## src/rtl/fec_sched_pkg.sv

```systemverilog
// fec_sched_pkg: scheduler FSM state type and FEC frame constants shared by crc_frame_sched.
package fec_sched_pkg;
    typedef enum logic [2:0] {IDLE, ARB, SEND, WAIT_REQ, WAIT_END, DRAIN} sched_state_t;
    localparam int FEC_FRAME_BITS = 1904;
    localparam int FEC_CRC_BITS   = 16;
endpackage

```

## src/rtl/crc_frame_sched_rr_arbiter.sv

```systemverilog
// rr_arbiter: combinational round-robin pick of the first requester at or after ptr, with wrap.
module rr_arbiter #(
    parameter int NUM_SRC = 2,
    localparam int IW = $clog2(NUM_SRC)
) (
    input  logic [NUM_SRC-1:0] req,
    input  logic [IW-1:0]      ptr,
    output logic [NUM_SRC-1:0] gnt,
    output logic [IW-1:0]      idx
);
    logic [2*NUM_SRC-1:0] rot;
    int s;
    assign rot = {req, req} >> ptr;
    always_comb begin
        idx = '0;
        s = 0;
        for (int k = NUM_SRC - 1; k >= 0; k--) begin
            s = int'(ptr) + k;
            if (rot[k]) idx = IW'(s >= NUM_SRC ? s - NUM_SRC : s);
        end
    end
    assign gnt = |req ? NUM_SRC'(1) << idx : '0;
endmodule

```

## src/rtl/crc_frame_sched.sv

```systemverilog
// crc_frame_sched: round-robin scheduler sharing one bit-serial CRC coder between NUM_SRC frame sources.
// Define SCHED_STATS_EN to add per-source completed-frame counters on frm_cnt.
module crc_frame_sched
    import fec_sched_pkg::*;
#(
    parameter int NUM_SRC    = 2,
    parameter int FRAME_BITS = FEC_FRAME_BITS,
    parameter int CRC_BITS   = FEC_CRC_BITS,
    parameter int REQ_TMO    = 64,
    localparam int IW = $clog2(NUM_SRC),
    localparam int BW = $clog2(FRAME_BITS + 1),
    localparam int TW = $clog2(REQ_TMO + 1)
) (
    input  logic               clk,
    input  logic               rst,
    input  logic               ena,
    input  logic [NUM_SRC-1:0] src_rdy,
    input  logic [NUM_SRC-1:0] src_dat,
    output logic [NUM_SRC-1:0] src_rd,
    output logic               cod_val,
    output logic               cod_sop,
    output logic               cod_dat,
    input  logic               cod_req,
    output logic               busy,
    output logic [IW-1:0]      grant_id,
    output logic               err_tmo
`ifdef SCHED_STATS_EN
    ,
    output logic [NUM_SRC*16-1:0] frm_cnt
`endif
);
    sched_state_t state, nxt;
    logic [BW-1:0] bit_cnt;
    logic [TW-1:0] tmo_cnt;
    logic [IW-1:0] ptr, idx;
    logic [NUM_SRC-1:0] gnt, grant_oh;

    rr_arbiter #(.NUM_SRC(NUM_SRC)) arb (.req(src_rdy), .ptr(ptr), .gnt(gnt), .idx(idx));

    assign busy    = state != IDLE && state != ARB;
    assign cod_val = state == SEND;
    assign cod_sop = cod_val && bit_cnt == '0;
    assign src_rd  = cod_val ? grant_oh : '0;
    assign cod_dat = cod_val && |(src_dat & grant_oh);
    assign err_tmo = state == WAIT_REQ && !cod_req && tmo_cnt == TW'(REQ_TMO - 1);

    always_comb begin
        nxt = state;
        case (state)
            IDLE:     nxt = ena ? ARB : IDLE;
            ARB:      nxt = !ena ? IDLE : |src_rdy ? SEND : ARB;
            SEND:     nxt = bit_cnt == BW'(FRAME_BITS - 1) ? WAIT_REQ : SEND;
            WAIT_REQ: nxt = cod_req ? WAIT_END : err_tmo ? ARB : WAIT_REQ;
            WAIT_END: nxt = cod_req ? WAIT_END : DRAIN;
            DRAIN:    nxt = bit_cnt == BW'(CRC_BITS - 1) ? ARB : DRAIN;
            default:  nxt = IDLE;
        endcase
    end

    // bit_cnt counts payload bits in SEND and CRC bits in DRAIN; both counters restart on state entry
    always_ff @(posedge clk) begin
        if (!rst) begin
            state    <= IDLE;
            bit_cnt  <= '0;
            tmo_cnt  <= '0;
            ptr      <= '0;
            grant_id <= '0;
            grant_oh <= NUM_SRC'(1);
        end else begin
            state   <= nxt;
            bit_cnt <= (nxt == state && (state == SEND || state == DRAIN)) ? bit_cnt + 1'b1 : '0;
            tmo_cnt <= (state == WAIT_REQ && nxt == WAIT_REQ) ? tmo_cnt + 1'b1 : '0;
            if (state == ARB && nxt == SEND) begin
                grant_id <= idx;
                grant_oh <= gnt;
                ptr      <= idx == IW'(NUM_SRC - 1) ? '0 : idx + 1'b1;
            end
        end
    end

`ifdef SCHED_STATS_EN
    always_ff @(posedge clk) begin
        if (!rst) frm_cnt <= '0;
        else if (state == DRAIN && nxt == ARB)
            frm_cnt[16*grant_id +: 16] <= frm_cnt[16*grant_id +: 16] + 16'd1;
    end
`endif
endmodule

```

## config.mk

```make
export PLATFORM = sky130hd
export DESIGN_NAME = crc_frame_sched
export DESIGN_NICKNAME = d
export VERILOG_FILES = /design/src/rtl/fec_sched_pkg.sv /design/src/rtl/crc_frame_sched_rr_arbiter.sv /design/src/rtl/crc_frame_sched.sv
export SDC_FILE = /design/constraint.sdc
export NUM_CORES = 1
export LEC_CHECK = 0
export CAP_MARGIN = 25
export CORE_UTILIZATION = 60
export CTS_CLUSTER_DIAMETER = 120
export DETAILED_ROUTE_END_ITERATION = 10
export DONT_BUFFER_PORTS = 1
export PLACE_DENSITY = 0.76
export REMOVE_ABC_BUFFERS = 1
export SYNTH_ARGS = -nofsm -noshare
export SYNTH_HDL_FRONTEND = slang
export SYNTH_SLANG_ARGS = --single-unit
```

## constraint.sdc

```tcl
create_clock -name clk -period 2.6 [get_ports clk]
set_clock_uncertainty 0.2 [all_clocks]
set_input_delay 0.26 -clock clk [delete_from_list [all_inputs] [get_ports clk]]
set_output_delay 0.26 -clock clk [all_outputs]
set_load 0.05 [all_outputs]
```

### Word level (Yosys, flattened, before mapping)

Index checks and enable logic that the tools add are counted.
Widths: inputs -> output; s select.

* add/sub/neg operators: 6
* order comparisons: 2
* equal/unequal tests: 12
* shift operators: 2
* multiplexer cells: 16
* bitwise operators: 1
* reduce and logical (&&, ||, !) cells: 17

Operator list (number)
* $pmux 3 s6: 1
* $eq 3x2->1 const B: 4
* $add 11x1->11 const B: 1
* $eq 11x11->1 const B: 1
* $eq 11x4->1 const B: 1
* $logic_not 11->1: 1
* $mux 2: 5
* $logic_and 1x1->1: 8
* $mux 1: 8
* $add 7x1->7 const B: 1
* $eq 7x6->1 const B: 1
* $eq 3x3->1 const B: 2
* $mux 3: 2
* $reduce_and 2->1: 2
* $reduce_or 2->1: 2
* $shr 4x1->2: 1
* $eq 3x1->1 const B: 1
* $eq 3x3->1: 1
* $logic_not 3->1: 1
* $ne 3x1->1 const B: 1
* $reduce_bool 3->1: 1
* $add 1x1->2 const B: 1
* $and 2x2->2: 1
* $ge 1x2->1 const B: 1
* other kinds (6): 7

* flip-flop bits (word level): 25
* output and inout bits: 8

### Longest topological paths before layout

* word-level depth: 9
* mapped depth: 7
* mapped depth without buffers: 5

### Hierarchy

A second synthesis with hierarchy kept.

* cell total of the unflattened synthesis: 133
* area total of the unflattened synthesis: 1188.6 sq um

Modules (own cells, without submodules)
* crc_frame_sched: instances 1, cells each 129, area each 1162.4 sq um, seq. area each 500.5 sq um
* rr_arbiter: instances 1, cells each 4, area each 26.3 sq um, seq. area each 0.0 sq um

### Least setup slack after synthesis

Ideal clock, no wire load.

* kind: reg2out
* from: register state[2]
* to: output cod_dat
* arrival time: 2419 ps
* data required time: 2140 ps
* path slack: -279 ps
* cell stages (with the launch flop): 5
* cell sequence: dfxtp_1 clkbuf_1 nor3b_2 and2_1 a22o_1

* cells in the longest elaborated chain, start to end: 2

RTL lines
* start, declared: line crc_frame_sched.sv:32 `sched_state_t state, nxt;`
* start signal, assigned: line crc_frame_sched.sv:70 `state <= nxt;`
* $eq 3x2->1: line crc_frame_sched.sv:41 `assign cod_val = state == SEND;`
* via cod_val: line crc_frame_sched.sv:20 `output logic cod_val,`
* $logic_and 1x1->1: line crc_frame_sched.sv:44 `assign cod_dat = cod_val && |(src_dat & grant_oh);`
* end, declared: line crc_frame_sched.sv:22 `output logic cod_dat,`

The timed path passes the listed nets, and every way through them passes these cells.

### Worst setup path after layout

* from: register tmo_cnt[0]
* to: output err_tmo

* cells in the longest elaborated chain, start to end: 2

RTL lines
* start, declared: line crc_frame_sched.sv:34 `logic [TW-1:0] tmo_cnt;`
* start signal, assigned: line crc_frame_sched.sv:72 `tmo_cnt <= (state == WAIT_REQ && nxt == WAIT_REQ) ? tmo_cnt + 1'b1 : '0;`
* $eq 7x6->1: line crc_frame_sched.sv:45 `assign err_tmo = state == WAIT_REQ && !cod_req && tmo_cnt == TW'(REQ_TMO - 1);`
* $logic_and 1x1->1: line crc_frame_sched.sv:45
* end, declared: line crc_frame_sched.sv:26 `output logic err_tmo`

No other way between the ends.

==> flow_summary.ini <==
[grt]
use_met2 = 0.380
grt.overflow.total = 0
globalRouteTotalUtil = 0.225
grt-busiest-layer = met2
grt_use_met1 = 0.288
grt_first_pass_wirelength_mm = 3.43
grtUsageMet3 = 0.0476
grt_max_degree = 14
antenna_found_initial = 0
grt_pass1_vias = 853

[route]
routedWlPerCell_um = 12.7
viasPerCell = 5.62
routed_wl_mm = 2.12
drt_first_iter_violations = 21
postRouteAntennaNets = 0
drc_errors = 0
firstDrtPassIters = 3
vias = 938

[synthesis]
synth_top_area_share = 0.431
yosys.area.top_type = dfxtp_1
synthDistinctLibCells = 39
ys_seq_area_frac = 0.431
syn_area_per_cell_sq_um = 8.74
dominantRegCellSynth = dfxtp_1
synth_warnings = 0
async_reset_ff_frac = 0
ys_seq_elements = 25
yosysMostFrequentCell = dfxtp_1
syn_area_sq_um = 1160
synth_edf_count = 0
syn-instance-count = 133
synth_common_cells = dfxtp_1, nor2_1, nand3_1
synth_area_leaders = dfxtp_1, nor2_1, xor2_1

[layout]
drive_above_1_share = 0.0986
area_delta_synth_final_pct = 10.8
fin_area_sq_um = 1290
antenna_cells = 0
fillCellCount = 156
nets = 154

[timing]
tightest_slew_ns = 0.582
finalSetupTns_ns = 0
drv_slew = 0
fin_crit_sh = 0.886
slew_headroom = 0.612
final-setup-viol-count = 0
period_minus_slack_ns = 2.30
whs_ns = 0.0386
fmax_ghz = 0.434
hold_violations = 0
rsz0062_at_grt = no

[power]
clkPwrFrac = 0.274
p_switching_w = 0.000139
power_density_nw_per_um2 = 469
seq_power_share = 0.652
peakVddDrop_mv = 0.359
combPwrFrac = 0.074
p_sw_frac = 0.230
power_leakage_nw = 0.481
total_power_w = 0.000603
p_int_w = 0.000465

[clock_network]
clock_path_buffers = 2
clk_pin_slew_ns = 0.12
hold_buffers = 2
cts_buffers = 3
post_cts_buffers = 0
cts_resized = 0
cts_tree = yes
h-tree-depth = 1
clock_latency_ns = 0.30
root_buffer = clkbuf_4
cts.sinks = 25

[worst_setup_path]
path_max_fanout = 4
rr_startpoint = bit_cnt[0]
end_kind = output port
start_kind = flop
worstPathRequired_ns = 2.14
reg2regPathDepth = 6
reg2reg_slack_ns = 0.46
arrival_ns = 1.84
crit_type = flop to output port
r2r-end = bit_cnt[3]

[run_status]
status = finished, final reports clean

[worst_hold_path]
holdPathEnd = grant_id
hold_depth = 2
hp-class = primary input to flop
hp-start = src_rdy[1]

[floorplan]
rows = 15
die_x_um = 46.0
die_h_um = 46.0
ios = 16
start_util = 0.659
core_area_sq_um = 1760
die_area_sq_um = 2120

[placed_design]
gp_congestion = 0.806
dpl_cell_area_sq_um = 1240
post-dp-hpwl_mm = 1.58
io_buffers = 0

[job]
drv_cap = 0
registers in the layout, indices dropped and copies added, names as in the netlist:
name,count
bit_cnt,11
tmo_cnt,7
state,3
grant_oh,2
grant_id,1
ptr,1
cell type report:
class / instances / area [sq um] / share of cell area
Multi-Input combinational cell: 98 / 618 / 0.480
Clock buffer: 4 / 26.3 / 0.0204
Tap cell: 25 / 31.3 / 0.0243
Inverter: 5 / 18.8 / 0.0146
Sequential cell: 25 / 500 / 0.389
Timing Repair Buffer: 10 / 92.6 / 0.0719
power groups by stage:
| stage | Clock, W | Combinational, W | Sequential [W] |
|---|---|---|---|
| 6_report | 0.000165 | 0.0000446 | 0.000394 |
| 2_1_floorplan | 0 | 0.0000306 | 0.000401 |
| 4_1_cts | 0.000167 | 0.0000447 | 0.000393 |
| 3_3_place_gp | 0 | 0.0000401 | 0.000402 |
| 3_5_place_dp | 0 | 0.0000407 | 0.000402 |
| 5_1_grt | 0.000179 | 0.0000480 | 0.000394 |
cell usage in the layout, fill, tap and decap left out, drive strengths merged:
cell type    synthesis  final
o2111ai              1      1
clkbuf               3      4
a21oi                3      3
a21boi               2      2
a311o                1      1
ha                   3      3
or2                  2      2
dfxtp               25     25
a32oi                1      1
o21ai                4      4
buf                  2      8
dlygate4sd3          0      2
nand3b               1      1
inv                  5      5
o211ai               1      1
or4b                 1      1
and4                 1      1
a211oi               1      1
nor3b                2      2
nor3                 3      3
nor4                 2      2
o311ai               1      1
nor2                20     20
nor2b                3      3
o211a                1      1
and3                 5      5
and2                 3      3
xnor2                6      6
a22o                 1      1
nand2                7      7
a31oi                1      1
nand4                2      2
nand3                9      9
xor2                 7      7
or3                  1      1
nand2b               2      2
stage by stage:
step	utilization	worst slack [ns]	instances
finish	0.730	0.298	167
floorplan	-	-0.222	128
CTS	0.730	0.305	167
global route	0.730	0.205	167
global placement	0.704	0.505	161
detailed placement	0.704	0.476	161
kinds of logic after synthesis:
logic type                 synth area share
and+or+nand+nor                       0.286
DFF                                   0.431
AOI/OAI and AO/OA                     0.115
xor gates and xnor gates             0.0980
buffers and inverters                0.0377
adders and majority gates            0.0323
worst max path at each step:
stage	from	endpoint	cells after the start
finish	tmo_cnt[0]	err_tmo	5
detailed placement	bit_cnt[0]	bit_cnt[3]	6
global placement	bit_cnt[0]	bit_cnt[3]	6
CTS	tmo_cnt[0]	err_tmo	5
global route	tmo_cnt[0]	err_tmo	5
floorplan	state[1]	cod_dat	3
critical path: stages (launching register included):
cell and delay [ns]:
dfxtp_1 0.37, ha_1 0.19, nand3_1 0.12, or3_1 0.44, nor3_1 0.18, buf_4 0.23
layer usage:
| metal | up-vias | share of wire |
|---|---|---|
| li1 | 477 | - |
| met1 | 443 | 0.50 |
| met2 | 16 | 0.47 |
| met3 | 2 | 0.034 |
| met4 | 0 | 0.0028 |
| met5 | - | 0 |
Power figures use the tool's default switching activity.
